**config.mk**
```make
export PLATFORM = sky130hd
export DESIGN_NAME = next_hop_lookup_flat
export DESIGN_NICKNAME = d
export VERILOG_FILES = /design/src/rtl/next_hop_lookup_if.sv /design/src/rtl/next_hop_lookup.sv /design/src/flat_wrapper.sv
export SDC_FILE = /design/constraint.sdc
export NUM_CORES = 1
export LEC_CHECK = 0
export BUFFER_PORTS_ARGS = -buffer_cell sky130_fd_sc_hd__buf_2
export CAP_MARGIN = 10
export CORE_MARGIN = 3
export CORE_UTILIZATION = 40
export DETAILED_ROUTE_END_ITERATION = 8
export PLACE_DENSITY = 0.79
export SETUP_SLACK_MARGIN = 0.4
export SKIP_CTS_REPAIR_TIMING = 1
export SYNTH_ARGS = -nofsm -noshare
export SYNTH_HDL_FRONTEND = slang
export SYNTH_SLANG_ARGS = --single-unit
```
**constraint.sdc**
```tcl
create_clock -name clk -period 2.12 [get_ports clk]
set_clock_uncertainty 0.2 [all_clocks]
set_input_delay 0.212 -clock clk [delete_from_list [all_inputs] [get_ports clk]]
set_output_delay 0.212 -clock clk [all_outputs]
set_load 0.02 [all_outputs]
```
**src/rtl/next_hop_lookup_if.sv**
```systemverilog
// next_hop_lookup_if: lookup request/response, host write and RAM port bundle
interface next_hop_lookup_if #(parameter int TAG_W = 8);
  logic             req_valid;
  logic             req_ready;
  logic [10:0]      req_index;
  logic [TAG_W-1:0] req_tag;
  logic             resp_valid;
  logic             resp_ready;
  logic [31:0]      resp_data;
  logic             resp_hit;
  logic [TAG_W-1:0] resp_tag;
  logic             host_wr_valid;
  logic             host_wr_ready;
  logic [10:0]      host_addr;
  logic [3:0]       host_we;
  logic [31:0]      host_wdata;
  logic [10:0]      ram_addr;
  logic [31:0]      ram_din;
  logic [3:0]       ram_we;
  logic             ram_en;
  logic [31:0]      ram_dout;
  logic [15:0]      stat_lookups;
  logic [15:0]      stat_misses;
  modport slave (
    input  req_valid, req_index, req_tag, resp_ready,
    input  host_wr_valid, host_addr, host_we, host_wdata, ram_dout,
    output req_ready, resp_valid, resp_data, resp_hit, resp_tag, host_wr_ready,
    output ram_addr, ram_din, ram_we, ram_en, stat_lookups, stat_misses
  );
  modport master (
    output req_valid, req_index, req_tag, resp_ready,
    output host_wr_valid, host_addr, host_we, host_wdata, ram_dout,
    input  req_ready, resp_valid, resp_data, resp_hit, resp_tag, host_wr_ready,
    input  ram_addr, ram_din, ram_we, ram_en, stat_lookups, stat_misses
  );
endinterface

```
**src/rtl/next_hop_lookup.sv**
```systemverilog
// next_hop_lookup: 2048x32 next-hop table lookup FSM with host writes; NEXT_HOP_LOOKUP_CACHE_EN adds a one-entry result cache
module next_hop_lookup #(
  parameter int TAG_W = 8
) (
  input logic            clk,
  input logic            reset,
  next_hop_lookup_if.slave bus
);
  typedef enum logic [1:0] {IDLE, RD, CAP, RESP} state_t;
  state_t           r_state, w_next;
  logic [10:0]      r_index;
  logic [TAG_W-1:0] r_tag;
  logic [31:0]      r_data;
  logic             r_hit;
  logic [15:0]      r_lookups, r_misses;
  logic             w_idle, w_wr, w_acc, w_done, w_chit;
  logic [31:0]      w_c_data;
`ifdef NEXT_HOP_LOOKUP_CACHE_EN
  logic [10:0]      r_c_index;
  logic [31:0]      r_c_data;
  logic             r_c_valid;
  assign w_chit   = r_c_valid && bus.req_index == r_c_index;
  assign w_c_data = r_c_data;
  // filled on every table read; any host write to the cached word invalidates it
  always_ff @(posedge clk) begin
    if (reset) r_c_valid <= 1'b0;
    else if (r_state == CAP) begin
      r_c_valid <= 1'b1;
      r_c_index <= r_index;
      r_c_data  <= bus.ram_dout;
    end else if (w_wr && bus.host_addr == r_c_index) r_c_valid <= 1'b0;
  end
`else
  assign w_chit   = 1'b0;
  assign w_c_data = '0;
`endif
  assign w_idle            = r_state == IDLE;
  assign w_wr              = w_idle && bus.host_wr_valid;
  assign w_acc             = bus.req_valid && bus.req_ready;
  assign w_done            = r_state == RESP && bus.resp_ready;
  assign bus.host_wr_ready = w_idle;
  assign bus.req_ready     = w_idle && !bus.host_wr_valid;
  assign bus.resp_valid    = r_state == RESP;
  assign bus.resp_data     = r_data;
  assign bus.resp_hit      = r_hit;
  assign bus.resp_tag      = r_tag;
  assign bus.stat_lookups  = r_lookups;
  assign bus.stat_misses   = r_misses;
  // RAM is held idle while reset is asserted so a pending host write cannot land
  assign bus.ram_en        = !reset && (w_wr || r_state == RD);
  assign bus.ram_we        = (!reset && w_wr) ? bus.host_we : 4'h0;
  assign bus.ram_addr      = w_wr ? bus.host_addr : r_index;
  assign bus.ram_din       = bus.host_wdata;
  always_comb begin
    w_next = r_state;
    case (r_state)
      IDLE:    w_next = w_acc ? (w_chit ? RESP : RD) : IDLE;
      RD:      w_next = CAP;
      CAP:     w_next = RESP;
      RESP:    w_next = bus.resp_ready ? IDLE : RESP;
      default: w_next = IDLE;
    endcase
  end
  always_ff @(posedge clk) begin
    if (reset) begin
      r_state   <= IDLE;
      r_index   <= '0;
      r_tag     <= '0;
      r_data    <= '0;
      r_hit     <= 1'b0;
      r_lookups <= '0;
      r_misses  <= '0;
    end else begin
      r_state <= w_next;
      if (w_acc) begin
        r_index <= bus.req_index;
        r_tag   <= bus.req_tag;
      end
      if (r_state == CAP) begin
        r_data <= bus.ram_dout;
        r_hit  <= bus.ram_dout[31];
      end else if (w_acc && w_chit) begin
        r_data <= w_c_data;
        r_hit  <= w_c_data[31];
      end
      if (w_done && r_lookups != 16'hFFFF) r_lookups <= r_lookups + 16'd1;
      if (w_done && !r_hit && r_misses != 16'hFFFF) r_misses <= r_misses + 16'd1;
    end
  end
endmodule

```
**src/flat_wrapper.sv**
```systemverilog
// flat-port wrapper written by rule: the top's interface ports become plain ports
module next_hop_lookup_flat 
#(
  parameter int TAG_W = 8
)
  (clk, reset, bus_req_valid, bus_req_index, bus_req_tag, bus_resp_ready, bus_host_wr_valid, bus_host_addr, bus_host_we, bus_host_wdata, bus_ram_dout, bus_req_ready, bus_resp_valid, bus_resp_data, bus_resp_hit, bus_resp_tag, bus_host_wr_ready, bus_ram_addr, bus_ram_din, bus_ram_we, bus_ram_en, bus_stat_lookups, bus_stat_misses);
  next_hop_lookup_if #(.TAG_W(TAG_W)) bus_i ();
  input logic clk;
  input logic reset;
  input wire logic [$bits(bus_i.req_valid)-1:0] bus_req_valid;
  input wire logic [$bits(bus_i.req_index)-1:0] bus_req_index;
  input wire logic [$bits(bus_i.req_tag)-1:0] bus_req_tag;
  input wire logic [$bits(bus_i.resp_ready)-1:0] bus_resp_ready;
  input wire logic [$bits(bus_i.host_wr_valid)-1:0] bus_host_wr_valid;
  input wire logic [$bits(bus_i.host_addr)-1:0] bus_host_addr;
  input wire logic [$bits(bus_i.host_we)-1:0] bus_host_we;
  input wire logic [$bits(bus_i.host_wdata)-1:0] bus_host_wdata;
  input wire logic [$bits(bus_i.ram_dout)-1:0] bus_ram_dout;
  output wire logic [$bits(bus_i.req_ready)-1:0] bus_req_ready;
  output wire logic [$bits(bus_i.resp_valid)-1:0] bus_resp_valid;
  output wire logic [$bits(bus_i.resp_data)-1:0] bus_resp_data;
  output wire logic [$bits(bus_i.resp_hit)-1:0] bus_resp_hit;
  output wire logic [$bits(bus_i.resp_tag)-1:0] bus_resp_tag;
  output wire logic [$bits(bus_i.host_wr_ready)-1:0] bus_host_wr_ready;
  output wire logic [$bits(bus_i.ram_addr)-1:0] bus_ram_addr;
  output wire logic [$bits(bus_i.ram_din)-1:0] bus_ram_din;
  output wire logic [$bits(bus_i.ram_we)-1:0] bus_ram_we;
  output wire logic [$bits(bus_i.ram_en)-1:0] bus_ram_en;
  output wire logic [$bits(bus_i.stat_lookups)-1:0] bus_stat_lookups;
  output wire logic [$bits(bus_i.stat_misses)-1:0] bus_stat_misses;
  assign bus_i.req_valid = bus_req_valid;
  assign bus_i.req_index = bus_req_index;
  assign bus_i.req_tag = bus_req_tag;
  assign bus_i.resp_ready = bus_resp_ready;
  assign bus_i.host_wr_valid = bus_host_wr_valid;
  assign bus_i.host_addr = bus_host_addr;
  assign bus_i.host_we = bus_host_we;
  assign bus_i.host_wdata = bus_host_wdata;
  assign bus_i.ram_dout = bus_ram_dout;
  assign bus_req_ready = bus_i.req_ready;
  assign bus_resp_valid = bus_i.resp_valid;
  assign bus_resp_data = bus_i.resp_data;
  assign bus_resp_hit = bus_i.resp_hit;
  assign bus_resp_tag = bus_i.resp_tag;
  assign bus_host_wr_ready = bus_i.host_wr_ready;
  assign bus_ram_addr = bus_i.ram_addr;
  assign bus_ram_din = bus_i.ram_din;
  assign bus_ram_we = bus_i.ram_we;
  assign bus_ram_en = bus_i.ram_en;
  assign bus_stat_lookups = bus_i.stat_lookups;
  assign bus_stat_misses = bus_i.stat_misses;
  next_hop_lookup #(.TAG_W(TAG_W)) u_core (.clk(clk), .reset(reset), .bus(bus_i));
endmodule
```
==> qor.txt <==
outcome - completed
Die Ht - 106 um
commonest non-fill, non-tap cell in the layout - buf_2
port bufs - 162
RSZ-0062 raised after global routing - yes
Pwr per Cell Area - 566 mW/mm^2
Syn Area/Cell - 8.06 sq um
crit share post-route - 91.1%
Rel. slew slack - 72.2%
worst-skew pair later-pin latency - 0.35 ns
Fill cells - 784
CTS tree - done
initial antenna violation count - 0
leading area contributor after synthesis - dfxtp_1
vias - 4,347
grt ovf - 0
largest net degree at the start of global routing - 39
Hold Crit Class - in2reg
ys async rst share - 0%
R2R setup slack - 0.23 ns
die width - 106 um
VDD IR-drop max - 0.333 mV
first-pass GRT wire length - 17,000 um
dpl cells - 738
slowest cell on the critical path - dfxtp_4
gpl congestion - 0.796
Ys Warns - 0
Root Buffer - clkbuf_8
Critical Path AT - 1.52 ns
Yosys cell types - 41
CP Capture Type - output pin
average wire per standard cell - 15.5 um
mapped cell area - 0.00397 sq mm
Mapped Cells - 493
hold_sp - bus_resp_ready
drt first pass iters - 4
Layout area overhead - 50.8%
CP Class - reg2out
most frequent cells in the layout - 160 x buf_2, 117 x nand2_1, 64 x a21oi_1
Post-Layout Cell Count - 825
DRC Markers - 0
CTS Buffer Depth - 2
Tot Pwr - 3.39 mW
Synth area leaders - dfxtp_1 43%, nand2_1 11%, a21oi_1 9.6%, buf_4 6.6%, mux2_2 3.1%
endpoints failing setup - 0
io pins - 227
CTS clock-pin slew for the worst setup and hold paths - 0.08 ns
max cap viols - 0
Starting Density - 42.0%
num rows - 35
vias in the first global route - 3,686
total track usage - 18.4%
Register Area - 0.00177 sq mm
min Tclk post-route - 1.93 ns
Worst Tran Pin Value - 0.414 ns
Worst path max stage delay - 0.38 ns
CTS H-tree lvls - 3
Die Footprint - 0.0112 sq mm
Reg-to-Reg End - u_core.bus.stat_misses[11]
Peak Freq - 0.518 GHz
Num CTS Buffers - 9
critical path peak fanout - 12
Worst Hold Depth - 4
FF-to-FF path depth - 5
final wirelength - 12,800 um
Top FF cell, synth - dfxtp_1
1st-iter DRT viols - 184
Worst Path Required - 1.71 ns
share of the synthesized area in the top cell type - 42.8%
Syn Nets - 598
final hold vios - 0
Vias/cell - 5.27
ANT nets after route - 0
worst r2r src - u_core.r_state[1]
register area share after synthesis - 42.8%
LEAKAGE - 2.53 nW
diode count - 0
cells along the critical path - nor2_4 > nand2_8 > mux2_2 > buf_2
layout cells sized above 1 - 45.5%
DP HPWL - 7840 um
CTS sink cnt - 85
Final Slew Violations - 0
number of flops mapped to enable cells by yosys - 0
final net count - 796
core area - 0.00946 sq mm
startpoint types - register
synthesis-stage register bit count - 85
area occupied by multi-input gates - 0.00221 sq mm
WHS Endpoint - u_core.r_state[0]
==> synthesized netlist by cell type, drive strengths merged (2+ instances only) <==
cell,number
nand4,10
nand2b,4
clkbuf,21
mux2,19
dfxtp,85
nand3,9
a41oi,2
nor4,4
o31ai,10
a21oi,76
o21ai,7
a211oi,3
and3,8
a31oi,2
and2,8
ha,2
nor2b,9
buf,42
nor3,6
nor2,13
nand2,118
or3,8
and4,4
a21o,2
inv,2
or4,10
==> layer usage <==
metal	wire length, um	vias to the layer above	GRT usage, %	part of all wire (%)
met5	0	-	0	0
met4	399	0	7.86	3.1
met3	881	47	5.51	6.9
met2	6760	164	33.1	53
met1	4730	2063	20.0	37
li1	-	2073	-	-
==> power by group <==
part	internal (mW)	switching [mW]	leakage, nW	total (mW)
Clock	0.505	0.623	0.102	1.13
Combinational	0.265	0.323	1.72	0.588
Sequential	1.64	0.0364	0.708	1.68
Total	2.41	0.982	2.53	3.39
==> worst max-delay path: cells and delay by family (launching register included) <==
kind	cells	cell delay [ns]
simple gates	2	0.32
mux	1	0.30
buf+inv	1	0.17
flops	1	0.38
==> sequential cells by signal, indices dropped and copies added (netlist names) <==
register                 cells
u_core.bus.resp_tag          8
u_core.r_index              11
u_core.bus.stat_misses      16
u_core.bus.resp_hit          1
u_core.bus.resp_data        31
u_core.bus.stat_lookups     16
u_core.r_state               2
==> final cells by class <==
class | count | area share, %
Clock buffer | 10 | 2.49
Clock inverter | 6 | 0.711
Inverter | 2 | 0.125
Multi-Input combinational cell | 344 | 36.9
Timing Repair Buffer | 249 | 27.6
Sequential cell | 85 | 29.5
Tap cell | 129 | 2.70
==> cells by family after synthesis <==
family	share of synthesized area [%]
and+or+nand+nor	26.4
AOI/OAI and AO/OA	14.9
DFF	42.8
buffers and inverters	9.58
muxes	5.64
adders and majority gates	0.630
==> worst max path at each step <==
| stage | to | slack [ns] | from |
|---|---|---|---|
| 4_1_cts | bus_ram_addr[1] | -0.19 | u_core.r_state[1] |
| 5_1_grt | bus_ram_we[1] | 0.12 | u_core.r_state[1] |
| 2_1_floorplan | u_core.bus.stat_misses[10] | 0.14 | u_core.bus.stat_misses[1] |
| 3_3_place_gp | u_core.bus.stat_misses[10] | 0.13 | u_core.bus.stat_misses[1] |
| 6_report | bus_ram_addr[6] | 0.19 | u_core.r_state[1] |
| 3_5_place_dp | u_core.bus.stat_misses[10] | 0.09 | u_core.bus.stat_misses[1] |
==> per-stage QoR <==
stage,hold WS (ns),setup WS (ns),TNS (ns),util [%],cell area (sq um)
after global placement,0.224,0.128,0,51.4,4860
final,0.0242,0.188,0,63.3,5990
after detailed placement,0.224,0.0937,0,51.4,4860
after global routing,0.0566,0.124,0,63.3,5990
after CTS,-0.131,-0.190,-2.60,53.4,5050
after floorplan,0.140,0.140,0,-,4160
Note: power is estimated with default switching activity, not from simulation.
